[src/rtl/regfile_pkg.sv]
// regfile_pkg: shared defaults, response entry type and address-range helper for regfile_read_port
package regfile_pkg;
    localparam int          WIDTH_DEFAULT     = 32;
    localparam int          NREGS_DEFAULT     = 4;
    localparam logic [31:0] REG1_INIT_DEFAULT = 32'h0000_0018;

    typedef struct packed {
        logic [WIDTH_DEFAULT-1:0] data;
        logic                     err;
    } rsp_entry_t;

    function automatic logic addr_in_range(input int unsigned addr, input int unsigned nregs);
        return addr < nregs;
    endfunction
endpackage

[src/rtl/regfile_rsp_fifo.sv]
// regfile_rsp_fifo: 2-entry response FIFO whose head output holds the last entry once drained
module regfile_rsp_fifo
    import regfile_pkg::*;
#(
    parameter type T = rsp_entry_t
) (
    input  logic i_clk,
    input  logic i_rst_n,
    input  logic i_push,
    input  T     i_data,
    input  logic i_pop,
    output T     o_head,
    output logic o_full,
    output logic o_empty
);
    T           r_mem [2];
    logic       r_head;
    logic [1:0] r_count;
    logic       w_push;
    logic       w_pop;
    logic       w_tail;

    assign w_push  = i_push && !o_full;
    assign w_pop   = i_pop && !o_empty;
    assign w_tail  = r_head ^ r_count[0];
    assign o_head  = r_mem[r_head];
    assign o_full  = r_count[1];
    assign o_empty = r_count == 2'd0;

    // The head only advances when another entry follows, so a drained FIFO keeps showing its last value
    always_ff @(posedge i_clk or negedge i_rst_n) begin
        if (!i_rst_n) begin
            r_mem[0] <= '0;
            r_mem[1] <= '0;
            r_head   <= 1'b0;
            r_count  <= 2'd0;
        end else begin
            if (w_push) r_mem[w_tail] <= i_data;
            if (w_pop && (r_count[1] || w_push)) r_head <= ~r_head;
            r_count <= r_count + {1'b0, w_push} - {1'b0, w_pop};
        end
    end
endmodule

[src/rtl/regfile_read_port.sv]
// regfile_read_port: register storage with write port and buffered valid/ready read port; REGFILE_READ_PORT_WR_FWD_EN enables write-to-read forwarding
module regfile_read_port
    import regfile_pkg::*;
#(
    parameter int               WIDTH     = WIDTH_DEFAULT,
    parameter int               NREGS     = NREGS_DEFAULT,
    parameter int               AW        = (NREGS > 2) ? $clog2(NREGS) : 1,
    parameter logic [WIDTH-1:0] REG1_INIT = WIDTH'(REG1_INIT_DEFAULT)
) (
    input  logic             CLK,
    input  logic             ASYNCRESETN,
    input  logic             wr_en,
    input  logic [AW-1:0]    wr_addr,
    input  logic [WIDTH-1:0] wr_data,
    input  logic             req_valid,
    output logic             req_ready,
    input  logic [AW-1:0]    req_addr,
    output logic             rsp_valid,
    input  logic             rsp_ready,
    output logic [WIDTH-1:0] rsp_data,
    output logic             rsp_err
);
    typedef struct packed {
        logic [WIDTH-1:0] data;
        logic             err;
    } entry_t;

    logic [WIDTH-1:0] r_regs [NREGS];
    logic [WIDTH-1:0] w_rd_data;
    logic             w_req_in;
    logic             w_wr_in;
    logic             w_fwd;
    logic             w_full;
    logic             w_empty;
    entry_t           w_push_entry;
    entry_t           w_head;

    assign w_req_in = addr_in_range(32'(req_addr), NREGS);
    assign w_wr_in  = addr_in_range(32'(wr_addr), NREGS);

`ifdef REGFILE_READ_PORT_WR_FWD_EN
    assign w_fwd = wr_en && w_wr_in && (wr_addr == req_addr);
`else
    assign w_fwd = 1'b0;
`endif

    always_comb begin
        w_rd_data = '0;
        for (int k = 0; k < NREGS; k++) w_rd_data = (int'(req_addr) == k) ? r_regs[k] : w_rd_data;
    end

    assign w_push_entry.data = !w_req_in ? '0 : w_fwd ? wr_data : w_rd_data;
    assign w_push_entry.err  = !w_req_in;

    // Out-of-range write addresses match no slot and are dropped
    always_ff @(posedge CLK or negedge ASYNCRESETN) begin
        if (!ASYNCRESETN) begin
            for (int k = 0; k < NREGS; k++) r_regs[k] <= (k == 1) ? REG1_INIT : '0;
        end else begin
            for (int k = 0; k < NREGS; k++) if (wr_en && int'(wr_addr) == k) r_regs[k] <= wr_data;
        end
    end

    regfile_rsp_fifo #(.T(entry_t)) u_fifo (
        .i_clk   (CLK),
        .i_rst_n (ASYNCRESETN),
        .i_push  (req_valid),
        .i_data  (w_push_entry),
        .i_pop   (rsp_ready),
        .o_head  (w_head),
        .o_full  (w_full),
        .o_empty (w_empty)
    );

    assign req_ready = !w_full;
    assign rsp_valid = !w_empty;
    assign rsp_data  = w_head.data;
    assign rsp_err   = w_head.err;
endmodule

[config.mk]
export PLATFORM = sky130hd
export DESIGN_NAME = regfile_read_port
export DESIGN_NICKNAME = d
export VERILOG_FILES = /design/src/rtl/regfile_pkg.sv /design/src/rtl/regfile_rsp_fifo.sv /design/src/rtl/regfile_read_port.sv
export SDC_FILE = /design/constraint.sdc
export NUM_CORES = 1
export LEC_CHECK = 0
export CAP_MARGIN = 20
export CORE_MARGIN = 2
export CORE_UTILIZATION = 33
export CTS_CLUSTER_SIZE = 8
export DETAILED_ROUTE_END_ITERATION = 10
export SETUP_SLACK_MARGIN = 0.05
export SLEW_MARGIN = 20
export SYNTH_ARGS = -nofsm -noshare
export SYNTH_HDL_FRONTEND = slang
export SYNTH_HIERARCHICAL = 1
export SYNTH_SLANG_ARGS = --single-unit
[constraint.sdc]
create_clock -name CLK -period 3.05 [get_ports CLK]
set_clock_uncertainty 0.05 [all_clocks]
set_input_delay 0.61 -clock CLK [delete_from_list [all_inputs] [get_ports CLK]]
set_output_delay 0.61 -clock CLK [all_outputs]
set_load 0.005 [all_outputs]
==> out/metrics.csv <==
metric;value;unit
syn_inst;509;
viasPerCell;4.93;
dpl_worst_slack;0.568;ns
antennaDiodeCount;0;
wirelength;18.2;mm
grt-ovfl-total;0;
yosysWarnings;6;
start_util;0.335;
final_cell_area;10500;µm²
clkTransAtPathRegs;0.07;ns
dieArea;27700;µm²
combPwrFrac;0.359;
ctsRootBufferMaster;clkbuf_16;
first_pass_iters;4;
htreeDepth;4;
final_cell_mix;mux2_2, dfrtp_1, clkdlybuf4s50_1;
die_w;166;µm
syn-cell-area;8700;µm²
ir_drop;0.000346;V
worst_setup_path_end_kind;primary output;
synth.distinct_cells;28;
drive_above_1_share;0.520;
status;complete, no violations;
finalWorstSetupSlack;0.462;ns
hold_viol;0;
rsz0062_at_grt;no;
cts_tree;done;
pwr_density_cell;892;nW/µm²
ys_seq_area_frac;0.567;
slew-limit-headroom;0.612;
hold_class;in2async;
clkPwrFrac;0.229;
critPathLaunchType;register;
worst_pin_slew;0.582;ns
finalNetCount;629;
setup_violations;0;
wire_per_inst;19.5;µm
final_common_cell;mux2_2;
drtIter0Drc;162;
fin_crit_sh;0.848;
cts-resized-gates;0;
grt_antenna_before_repair;0;
hpwl;11.4;mm
cts_buffer_depth;2;
drc;0;
clk-insertion-delay-late;0.43;ns
arrival;1.93;ns
r2r_end;u_fifo/r_mem[32]$_DFFE_PN0P_;
hold_buffers;0;
pin_count;76;
grt_max_degree;70;
max_freq;386;MHz
synth-seq-cells;197;
core-area;26000;µm²
cp-startpoint;u_fifo/r_head$_DFFE_PN0P_;
fp.dieH;166;µm
finalPower;0.00933;W
switching_share;0.283;
critical_path_class;reg2out;
grt_pass1_wl;29.7;mm
gp_congestion;0.720;
endpoint;rsp_data[29];
leakage;4.33;nW
internal_power;0.00669;W
path_max_fanout;15;
vias;4610;
cp.required;2.39;ns
rrSetupSlack;0.93;ns
slew_violations;0;
track_usage;0.138;
r2r_start;u_fifo/r_head$_DFFE_PN0P_;
cts_made_buffers;17;
cts_setup_buffers;0;
area_growth;20.2;%
row_count;59;
ff2ff_path_depth;5;
grt_pass1_vias;5267;
drv_cap;0;
avgSynthCellArea;17.1;µm²
final_cells;935;
seq_power_share;0.411;
place_area;9890;µm²
fin_crit;2.59;ns
clock-sinks;197;
ant_nets;0;
dp_cells;903;
tns;0;ns
p_sw;0.00263;W
port_buffers;75;
-- area by class of cell --
cell class / instances / area [µm²]
timing repair buffer: 88 / 967
clock inverter: 15 / 140
fill: 2353 / 15500
multi-input combinational: 281 / 3560
clock buffer: 17 / 425
inverter: 2 / 7.51
tap: 335 / 419
sequential: 197 / 4930
-- worst max-delay path, cell delays in order (launching register included) --
cell             delay, ns
dfrtp_2               0.39
buf_4                 0.25
mux2_2                0.40
clkdlybuf4s50_1       0.46
-- Yosys cell counts --
master | number | share of area
buf_6 | 2 | 0.0026
a211o_1 | 1 | 0.0010
conb_1 | 1 | 0.00043
a21oi_1 | 1 | 0.00057
dfrtp_1 | 195 | 0.56
ha_1 | 1 | 0.0014
mux2_4 | 30 | 0.052
buf_2 | 14 | 0.0081
a21o_1 | 1 | 0.00086
dfstp_2 | 2 | 0.0060
xnor2_1 | 1 | 0.0010
mux4_2 | 32 | 0.083
xor2_1 | 2 | 0.0020
nand2_1 | 2 | 0.00086
nand2b_1 | 2 | 0.0014
o31ai_1 | 1 | 0.00086
nor3b_2 | 1 | 0.0014
inv_1 | 2 | 0.00086
mux2_1 | 2 | 0.0026
nor2b_2 | 1 | 0.0010
buf_4 | 8 | 0.0069
nand3b_1 | 2 | 0.0017
nand3_1 | 1 | 0.00057
buf_1 | 3 | 0.0013
buf_12 | 3 | 0.0069
mux2_2 | 195 | 0.25
nor2_2 | 1 | 0.00072
nor2_1 | 2 | 0.00086
-- per-layer routing --
metal	vias to the layer above	routed length (µm)	GRT usage
met1	2494	7910	0.168
li1	2028	-	-
met3	16	497	0.0305
met2	72	9560	0.245
met5	-	0	0
met4	0	252	0.0379
-- cells by family (layout without fill, tap and decap cells) --
group | count (synthesis) | in the layout | share of synthesized area
buffers and inverters | 32 | 122 | 0.0266
AND/OR/NAND/NOR | 12 | 12 | 0.00863
flip-flops | 197 | 197 | 0.567
multiplexers | 259 | 259 | 0.390
XOR/XNOR | 3 | 3 | 0.00302
AO/OA/AOI/OAI | 4 | 4 | 0.00331
other | 1 | 2 | 0.000431
adder cells (fa/ha/maj) | 1 | 1 | 0.00144
-- metrics by stage --
step / hold slack (ns) / utilization
floorplan: 0.264 / -
global placement: 0.413 / 0.381
detailed placement: 0.426 / 0.381
CTS: 0.117 / 0.402
global route: 0.124 / 0.402
finish: 0.0978 / 0.402
-- power by group through the flow --
| stage | combinational (W) | clock, W | sequential (W) |
|---|---|---|---|
| final | 0.00335 | 0.00214 | 0.00384 |
| after global routing | 0.00358 | 0.00232 | 0.00393 |
| after CTS | 0.00341 | 0.00221 | 0.00384 |
| after detailed placement | 0.00339 | 0 | 0.00388 |
| after global placement | 0.00332 | 0 | 0.00381 |
| after floorplan | 0.00219 | 0 | 0.00372 |
-- sequential cells by signal, indices dropped and copies added, names as in the netlist --
name and cells:
r_regs 128, u_fifo/r_mem 66, u_fifo/r_count 2, u_fifo/r_head 1
-- worst min-delay path by stage --
stage / from / to / slack (ns) / depth (start not counted)
after detailed placement: r_regs[113]$_DFFE_PN0P_ / r_regs[113]$_DFFE_PN0P_ / 0.43 / 1
final: ASYNCRESETN / r_regs[3]$_DFFE_PN0P_ / 0.1 / 1
after CTS: ASYNCRESETN / r_regs[37]$_DFFE_PN0P_ / 0.12 / 1
after global placement: r_regs[114]$_DFFE_PN0P_ / r_regs[114]$_DFFE_PN0P_ / 0.41 / 1
after global routing: ASYNCRESETN / r_regs[3]$_DFFE_PN0P_ / 0.12 / 1
after floorplan: ASYNCRESETN / r_regs[0]$_DFFE_PN0P_ / 0.26 / 0
No activity file was read; power rests on OpenSTA's default activity.
